## src/rtl/uart_pkg.sv

```systemverilog
// Shared UART definitions: frame shape, RX deserializer states and baud divider helper.
package uart_pkg;

    localparam int DATA_BITS = 8;
    localparam int STOP_BITS = 1;

    typedef enum logic [2:0] {
        RX_IDLE,
        RX_START,
        RX_DATA,
        RX_STOP,
        RX_BREAK
    } rx_state_e;

    function automatic int clks_per_bit(input int clk_freq, input int baud);
        return clk_freq / baud;
    endfunction

endpackage

```

## src/rtl/uart_rx_unit_if.sv

```systemverilog
// Serial line plus CPU-side first-word-fall-through FIFO read port of the UART receiver.
interface uart_rx_unit_if;
    import uart_pkg::*;

    logic                 uart_input_line;
    logic                 uart_fifo_read_en;
    logic [DATA_BITS-1:0] uart_fifo_data;
    logic                 fifo_empty;
    logic                 fifo_full;
    logic                 overrun;
    logic                 frame_error;

    modport slave (
        input  uart_input_line,
        input  uart_fifo_read_en,
        output uart_fifo_data,
        output fifo_empty,
        output fifo_full,
        output overrun,
        output frame_error
    );

    modport master (
        output uart_input_line,
        output uart_fifo_read_en,
        input  uart_fifo_data,
        input  fifo_empty,
        input  fifo_full,
        input  overrun,
        input  frame_error
    );

endinterface

```

## src/rtl/uart_rx_fifo.sv

```systemverilog
// Receive FIFO, first-word-fall-through; a full FIFO still accepts a write when a read frees the slot.
module uart_rx_fifo
    import uart_pkg::*;
#(
    parameter int DEPTH = 32
) (
    input  logic                 clk,
    input  logic                 rst,
    input  logic                 write_en,
    input  logic [DATA_BITS-1:0] write_data,
    input  logic                 read_en,
    output logic [DATA_BITS-1:0] read_data,
    output logic                 empty,
    output logic                 full
);

    localparam int PTR_W = $clog2(DEPTH);

    logic [DATA_BITS-1:0] mem_q [DEPTH];
    logic [PTR_W-1:0]     wr_ptr_q;
    logic [PTR_W-1:0]     rd_ptr_q;
    logic [PTR_W:0]       count_q;
    logic                 do_read;
    logic                 do_write;

    assign empty     = (count_q == '0);
    assign full      = (count_q == (PTR_W+1)'(DEPTH));
    assign do_read   = read_en && !empty;
    assign do_write  = write_en && (!full || do_read);
    // Gate the head with empty so the port reads zero after reset without clearing the array.
    assign read_data = empty ? '0 : mem_q[rd_ptr_q];

    always_ff @(posedge clk) begin
        if (!rst) begin
            wr_ptr_q <= '0;
            rd_ptr_q <= '0;
            count_q  <= '0;
        end else begin
            if (do_write) wr_ptr_q <= wr_ptr_q + 1'b1;
            if (do_read)  rd_ptr_q <= rd_ptr_q + 1'b1;
            case ({do_write, do_read})
                2'b10:   count_q <= count_q + 1'b1;
                2'b01:   count_q <= count_q - 1'b1;
                default: count_q <= count_q;
            endcase
        end
    end

    always_ff @(posedge clk) begin
        if (do_write) mem_q[wr_ptr_q] <= write_data;
    end

endmodule

```

## src/rtl/uart_rx_unit.sv

```systemverilog
// 8N1 UART receiver: line synchronizer, deserializer FSM and receive FIFO.
//   state    | meaning
//   RX_IDLE  | line idle, waiting for a falling edge
//   RX_START | checking the middle of the start bit
//   RX_DATA  | sampling data bits LSB first
//   RX_STOP  | sampling the stop bit
//   RX_BREAK | framing error seen, waiting for the line to return high
module uart_rx_unit
    import uart_pkg::*;
#(
    parameter int CLK_FREQ = 50_000_000,
    parameter int BAUD     = 115200,
    parameter int DEPTH    = 32
) (
    input  logic           clk,
    input  logic           rst,
    uart_rx_unit_if.slave  bus
);

    localparam int CPB   = clks_per_bit(CLK_FREQ, BAUD);
    localparam int CNT_W = $clog2(CPB);
    localparam int IDX_W = $clog2(DATA_BITS);
    localparam logic [CNT_W-1:0] CNT_LAST = CNT_W'(CPB - 1);
    localparam logic [CNT_W-1:0] CNT_MID  = CNT_W'(CPB / 2 - 1);
    localparam logic [IDX_W-1:0] IDX_LAST = IDX_W'(DATA_BITS - 1);

    if (CPB < 4 || DEPTH < 2 || (DEPTH & (DEPTH - 1)) != 0 || STOP_BITS != 1) begin : g_bad_cfg
        $error("uart_rx_unit: unsupported CLK_FREQ/BAUD/DEPTH combination");
    end

    rx_state_e            state_q;
    logic                 rx_meta_q;
    logic                 rx_s_q;
    logic [CNT_W-1:0]     cnt_q;
    logic [IDX_W-1:0]     idx_q;
    logic [DATA_BITS-1:0] shift_q;
    logic                 push_q;
    logic                 frame_error_q;
    logic                 overrun_q;
    logic                 fifo_full_w;

    always_ff @(posedge clk) begin
        if (!rst) begin
            rx_meta_q <= 1'b1;
            rx_s_q    <= 1'b1;
        end else begin
            rx_meta_q <= bus.uart_input_line;
            rx_s_q    <= rx_meta_q;
        end
    end

    always_ff @(posedge clk) begin
        if (!rst) begin
            state_q       <= RX_IDLE;
            cnt_q         <= '0;
            idx_q         <= '0;
            shift_q       <= '0;
            push_q        <= 1'b0;
            frame_error_q <= 1'b0;
        end else begin
            push_q        <= 1'b0;
            frame_error_q <= 1'b0;
            case (state_q)
                RX_IDLE: begin
                    if (!rx_s_q) begin
                        state_q <= RX_START;
                        cnt_q   <= '0;
                    end
                end
                RX_START: begin
                    if (cnt_q == CNT_MID) begin
                        cnt_q <= '0;
                        idx_q <= '0;
                        state_q <= rx_s_q ? RX_IDLE : RX_DATA;
                    end else begin
                        cnt_q <= cnt_q + 1'b1;
                    end
                end
                RX_DATA: begin
                    if (cnt_q == CNT_LAST) begin
                        cnt_q          <= '0;
                        shift_q[idx_q] <= rx_s_q;
                        if (idx_q == IDX_LAST) state_q <= RX_STOP;
                        else                   idx_q   <= idx_q + 1'b1;
                    end else begin
                        cnt_q <= cnt_q + 1'b1;
                    end
                end
                RX_STOP: begin
                    if (cnt_q == CNT_LAST) begin
                        cnt_q <= '0;
                        if (rx_s_q) begin
                            push_q  <= 1'b1;
                            state_q <= RX_IDLE;
                        end else begin
                            frame_error_q <= 1'b1;
                            state_q       <= RX_BREAK;
                        end
                    end else begin
                        cnt_q <= cnt_q + 1'b1;
                    end
                end
                RX_BREAK: begin
                    if (rx_s_q) state_q <= RX_IDLE;
                end
                default: state_q <= RX_IDLE;
            endcase
        end
    end

    // A pop in the push cycle frees a slot, so only an unserviced full FIFO drops the byte.
    always_ff @(posedge clk) begin
        if (!rst) overrun_q <= 1'b0;
        else      overrun_q <= push_q && fifo_full_w && !bus.uart_fifo_read_en;
    end

    uart_rx_fifo #(.DEPTH(DEPTH)) u_fifo (
        .clk        (clk),
        .rst        (rst),
        .write_en   (push_q),
        .write_data (shift_q),
        .read_en    (bus.uart_fifo_read_en),
        .read_data  (bus.uart_fifo_data),
        .empty      (bus.fifo_empty),
        .full       (fifo_full_w)
    );

    assign bus.fifo_full   = fifo_full_w;
    assign bus.overrun     = overrun_q;
    assign bus.frame_error = frame_error_q;

endmodule

```

## src/flat_wrapper.sv

```systemverilog
// flat-port wrapper written by rule: the top's interface ports become plain ports
module uart_rx_unit_flat import uart_pkg::*;
#(
    parameter int CLK_FREQ = 50_000_000,
    parameter int BAUD     = 115200,
    parameter int DEPTH    = 32
)
  (clk, rst, bus_uart_input_line, bus_uart_fifo_read_en, bus_uart_fifo_data, bus_fifo_empty, bus_fifo_full, bus_overrun, bus_frame_error);
  uart_rx_unit_if bus_i ();
  input  logic clk;
  input  logic rst;
  input wire logic [$bits(bus_i.uart_input_line)-1:0] bus_uart_input_line;
  input wire logic [$bits(bus_i.uart_fifo_read_en)-1:0] bus_uart_fifo_read_en;
  output wire logic [$bits(bus_i.uart_fifo_data)-1:0] bus_uart_fifo_data;
  output wire logic [$bits(bus_i.fifo_empty)-1:0] bus_fifo_empty;
  output wire logic [$bits(bus_i.fifo_full)-1:0] bus_fifo_full;
  output wire logic [$bits(bus_i.overrun)-1:0] bus_overrun;
  output wire logic [$bits(bus_i.frame_error)-1:0] bus_frame_error;
  assign bus_i.uart_input_line = bus_uart_input_line;
  assign bus_i.uart_fifo_read_en = bus_uart_fifo_read_en;
  assign bus_uart_fifo_data = bus_i.uart_fifo_data;
  assign bus_fifo_empty = bus_i.fifo_empty;
  assign bus_fifo_full = bus_i.fifo_full;
  assign bus_overrun = bus_i.overrun;
  assign bus_frame_error = bus_i.frame_error;
  uart_rx_unit #(.CLK_FREQ(CLK_FREQ), .BAUD(BAUD), .DEPTH(DEPTH)) u_core (.clk(clk), .rst(rst), .bus(bus_i));
endmodule
```

## config.mk

```make
export PLATFORM = sky130hd
export DESIGN_NAME = uart_rx_unit_flat
export DESIGN_NICKNAME = d
export VERILOG_FILES = /design/src/rtl/uart_pkg.sv /design/src/rtl/uart_rx_unit_if.sv /design/src/rtl/uart_rx_fifo.sv /design/src/rtl/uart_rx_unit.sv /design/src/flat_wrapper.sv
export SDC_FILE = /design/constraint.sdc
export NUM_CORES = 1
export LEC_CHECK = 0
export CAP_MARGIN = 20
export CORE_MARGIN = 2
export CORE_UTILIZATION = 68
export DETAILED_ROUTE_END_ITERATION = 8
export DONT_BUFFER_PORTS = 1
export PLACE_DENSITY = 0.82
export SKIP_CTS_REPAIR_TIMING = 1
export SLEW_MARGIN = 0
export SYNTH_ARGS = -nofsm -noshare
export SYNTH_HDL_FRONTEND = slang
export SYNTH_SLANG_ARGS = --single-unit
```

## constraint.sdc

```tcl
create_clock -name clk -period 5.72 [get_ports clk]
set_input_delay 0.286 -clock clk [delete_from_list [all_inputs] [get_ports clk]]
set_output_delay 0.286 -clock clk [all_outputs]
set_load 0.03 [all_outputs]
```

==> flow_summary.rst <==
.. list-table::
   :header-rows: 1

   * - Metric
     - Value
   * - Run status
     - finished, final reports clean
   * - CTS tree
     - yes
   * - Minimum clock period after layout
     - between 3000 and 4000 ps
   * - CTS Root Buffer Type
     - clkbuf_16
   * - Vias/cell
     - 7.09
   * - Max-slew headroom
     - 0.229
   * - Critical path endpoint category
     - primary output
   * - Final max-slew violation count
     - 0
   * - Inserted Clock Buffers
     - 28
   * - Overall global routing resource usage
     - 0.283
   * - Number of synthesized register bits
     - about 310
   * - Slew at the pin closest to its max-slew limit
     - about 1200 ps
   * - CTS sink cnt
     - 305
   * - Die area
     - 19300 sq um
   * - Post-Syn Instances
     - 721
   * - Rows
     - 49
   * - Final estimated routing congestion in global placement
     - 0.830
   * - Max-cap violation count
     - 0
   * - Clock share of power
     - 0.370
   * - Sequential-to-total area share from yosys stat
     - 0.701
   * - Maximum clock insertion buffer count
     - 3
   * - Number of instances on the worst hold path
     - 2
   * - Count of pins on the block boundary
     - 16
   * - Global-route wire length before repair
     - 40600 microns
   * - Antenna violation net count after detailed routing
     - 0
   * - P per Cell Area
     - about 400 nW/um^2
   * - Proportion of layout cells with a drive suffix above 1
     - 0.189
   * - Tightest hold margin
     - 9.41 ps
   * - CTS clock-pin slew for the worst setup and hold paths
     - 60 ps
   * - Antenna violations before repair
     - 0
   * - Number of flops mapped to enable cells by yosys
     - ~260
   * - Die outline height
     - 139 microns
   * - HPWL Detailed
     - 15600 microns
   * - Drt initial violations
     - approximately 830
   * - Kind of path behind the tightest hold check
     - input pin to register
   * - Synthesis warning total
     - 0
   * - Routed wire length per instance
     - 28.7 microns
   * - Portion of the clock cycle consumed by the worst path in the final layout
     - 0.645
   * - Highest clock frequency the design can meet
     - 271 MHz
   * - Final setup TNS
     - 0 ps
   * - Length in cells of the worst reg-to-reg path
     - 4
   * - Switch share
     - 0.270
   * - Switch Pwr
     - 1.49 mW
   * - Count of distinct cell types in the synthesized netlist
     - 60
   * - Die X-Extent
     - 139 microns
   * - H-Tree Level Count
     - 1
   * - Crit path launch type
     - register
   * - Worst R2R Setup Slack
     - 2750 ps
   * - Arrival time of data at the critical path endpoint
     - about 3400 ps
   * - Maximum number of pins on one net before global-route repair
     - 48
   * - Average footprint of a synthesized cell
     - between 15 and 20 sq um
   * - Area growth from synthesis to layout
     - 11.2%
   * - Count of antenna diodes in the layout
     - 0
   * - Final setup violation count
     - 0
   * - Internal cell power
     - 4.03 mW
   * - Endpoint of the most critical register-to-register path
     - u_core.u_fifo.mem_q[4][0]$_DFFE_PP_
   * - Clock network latency to the later pin of the worst-skew pair
     - 550 ps
   * - Total via count after detailed routing
     - 6952
   * - DRC
     - 0
   * - Number of failing hold endpoints at the final stage
     - 0
   * - Endpoint of the most critical setup path
     - bus_uart_fifo_data[4]
   * - Standard cell core area
     - 17900 sq um
   * - Number of port buffers
     - 0
   * - Net Count, Synth
     - 736
   * - Async set or reset register ratio after synthesis
     - 0
   * - Synth Flop Type
     - edfxtp_1
   * - Maximum resistive drop on vdd
     - 422 uV
   * - Part of the power in combinational logic
     - 0.176
   * - DR pass1 iterations
     - 5
   * - Filler cell count in the final layout
     - 950
   * - Beginning of the worst register-to-register path
     - u_core.u_fifo.count_q[1]$_SDFFE_PN0P_
   * - Startpoint-to-endpoint class of the critical path
     - register to primary output
   * - Post-Syn Area
     - about 12000 sq um
   * - Portion of total power attributed to sequential cells
     - 0.454
   * - Final global-route overflow total
     - 0
   * - Reported leakage power
     - roughly 4.4 nW
   * - Setup repair after global routing missed its margin
     - no
   * - Final setup skew
     - 13.5 ps
   * - Worst EP required
     - 5430 ps
   * - CP Max Fanout
     - 47
   * - Total number of nets in the final design
     - 744
   * - Starting utilization of the core area
     - 0.691
   * - Post-detailed-routing wire length
     - 28100 microns
   * - Via count of the first global-routing pass
     - a little under 7k
routing by layer:
metal / global-route usage / routed length (microns) / up-vias
met5: 0 / 0 / -
met4: 0.0909 / 881 / 0
met3: 0.0425 / 2440 / 67
met2: 0.472 / 14400 / 437
met1: 0.396 / 10400 / 3554
li1: - / - / 2894
power groups by stage:
stage / registers [mW] / logic [mW] / clock network (mW)
6_report: 2.51 / 0.973 / 2.04
5_1_grt: 2.52 / 1.03 / 2.13
4_1_cts: 2.51 / 0.965 / 2.04
3_5_place_dp: 2.55 / 0.950 / 0
3_3_place_gp: 2.55 / 0.923 / 0
2_1_floorplan: 2.48 / 0.826 / 0
synth_stat cells (7+ instances only):
cell,count,area (sq um)
a221o_1,7,70.1
buf_2,14,70.1
edfxtp_1,256,7690
o21ai_0,7,35.0
nand3_1,16,80.1
inv_1,8,30.0
nand2_1,36,135
clkbuf_1,13,48.8
dfxtp_1,49,981
mux4_2,65,1460
a31oi_1,10,62.6
buf_4,7,52.6
mux2i_1,27,270
nand3b_1,9,67.6
nor2_1,70,263
a21oi_1,15,75.1
ha_1,11,138
how the worst min path moves through the flow:
stage	endpoint	from
detailed placement	u_core.rx_s_q$_SDFF_PN1_	rst
global placement	u_core.rx_s_q$_SDFF_PN1_	rst
CTS	u_core.bus.overrun$_SDFF_PN0_	bus_uart_fifo_read_en
floorplan	u_core.rx_meta_q$_SDFF_PN1_	rst
global route	u_core.u_fifo.count_q[1]$_SDFFE_PN0P_	bus_uart_fifo_read_en
finish	u_core.u_fifo.count_q[1]$_SDFFE_PN0P_	bus_uart_fifo_read_en
state kept, by name, summed over array words and instances (netlist names), named ones only:
signal	flops
u_core.idx_q	3
u_core.state_q	3
u_core.push_q	1
u_core.u_fifo.mem_q	256
u_core.u_fifo.wr_ptr_q	5
u_core.rx_s_q	1
u_core.u_fifo.rd_ptr_q	5
u_core.shift_q	8
u_core.u_fifo.count_q	6
u_core.cnt_q	9
u_core.rx_meta_q	1
u_core.bus.frame_error	1
u_core.bus.overrun	1
layout by cell type, fill, tap and decap left out, types with 6 or more instances in the layout:
cell / count
nor2_1: 70
a221o_1: 7
a31oi_1: 10
o21ai_0: 7
nor2b_1: 6
ha_1: 11
nand2b_1: 6
buf_16: 8
a21oi_1: 15
dfxtp_1: 46
mux2_2: 6
mux2i_1: 27
nand2_1: 36
nand3b_1: 9
mux4_2: 65
inv_1: 8
a22oi_1: 6
clkbuf_16: 29
edfxtp_1: 256
nand3_1: 16
clkbuf_8: 6
layout make-up:
type | count | area (sq um) | share of cell area
multi-input cells | 370 | 3460 | 0.251
clock inverters | 14 | 190 | 0.0138
inverters | 9 | 33.8 | 0.00246
clock buffers | 38 | 820 | 0.0596
well taps | 229 | 287 | 0.0208
flip-flops and latches | 305 | 8670 | 0.631
repair buffers | 15 | 283 | 0.0206
logic make-up (layout without fill, tap and decap cells):
group | after synthesis | after routing | share of synthesized area
compound gates | 75 | 75 | 0.0446
fa+ha+maj | 11 | 11 | 0.0111
flops | 305 | 305 | 0.701
simple gates | 177 | 177 | 0.0717
xor+xnor | 9 | 9 | 0.00638
mux | 98 | 98 | 0.146
buf+inv | 46 | 76 | 0.0193
worst max-delay path: stages, from the launching register on:
cell and delay (ps):
dfxtp_4 920, buf_4 480, mux4_2 300, mux2i_1 100, a221o_1 410, a31oi_1 590
through the flow:
step	utilization	power (mW)	area, sq um	instances	setup slack [ps]
after floorplan	-	3.31	12400	721	3490
final	0.768	5.52	13700	980	2030
after CTS	0.753	5.51	13500	968	1940
after global routing	0.768	5.67	13700	980	1840
after detailed placement	0.697	3.50	12500	916	2600
after global placement	0.697	3.47	12500	916	2650
No activity file was read; power rests on OpenSTA's default activity.
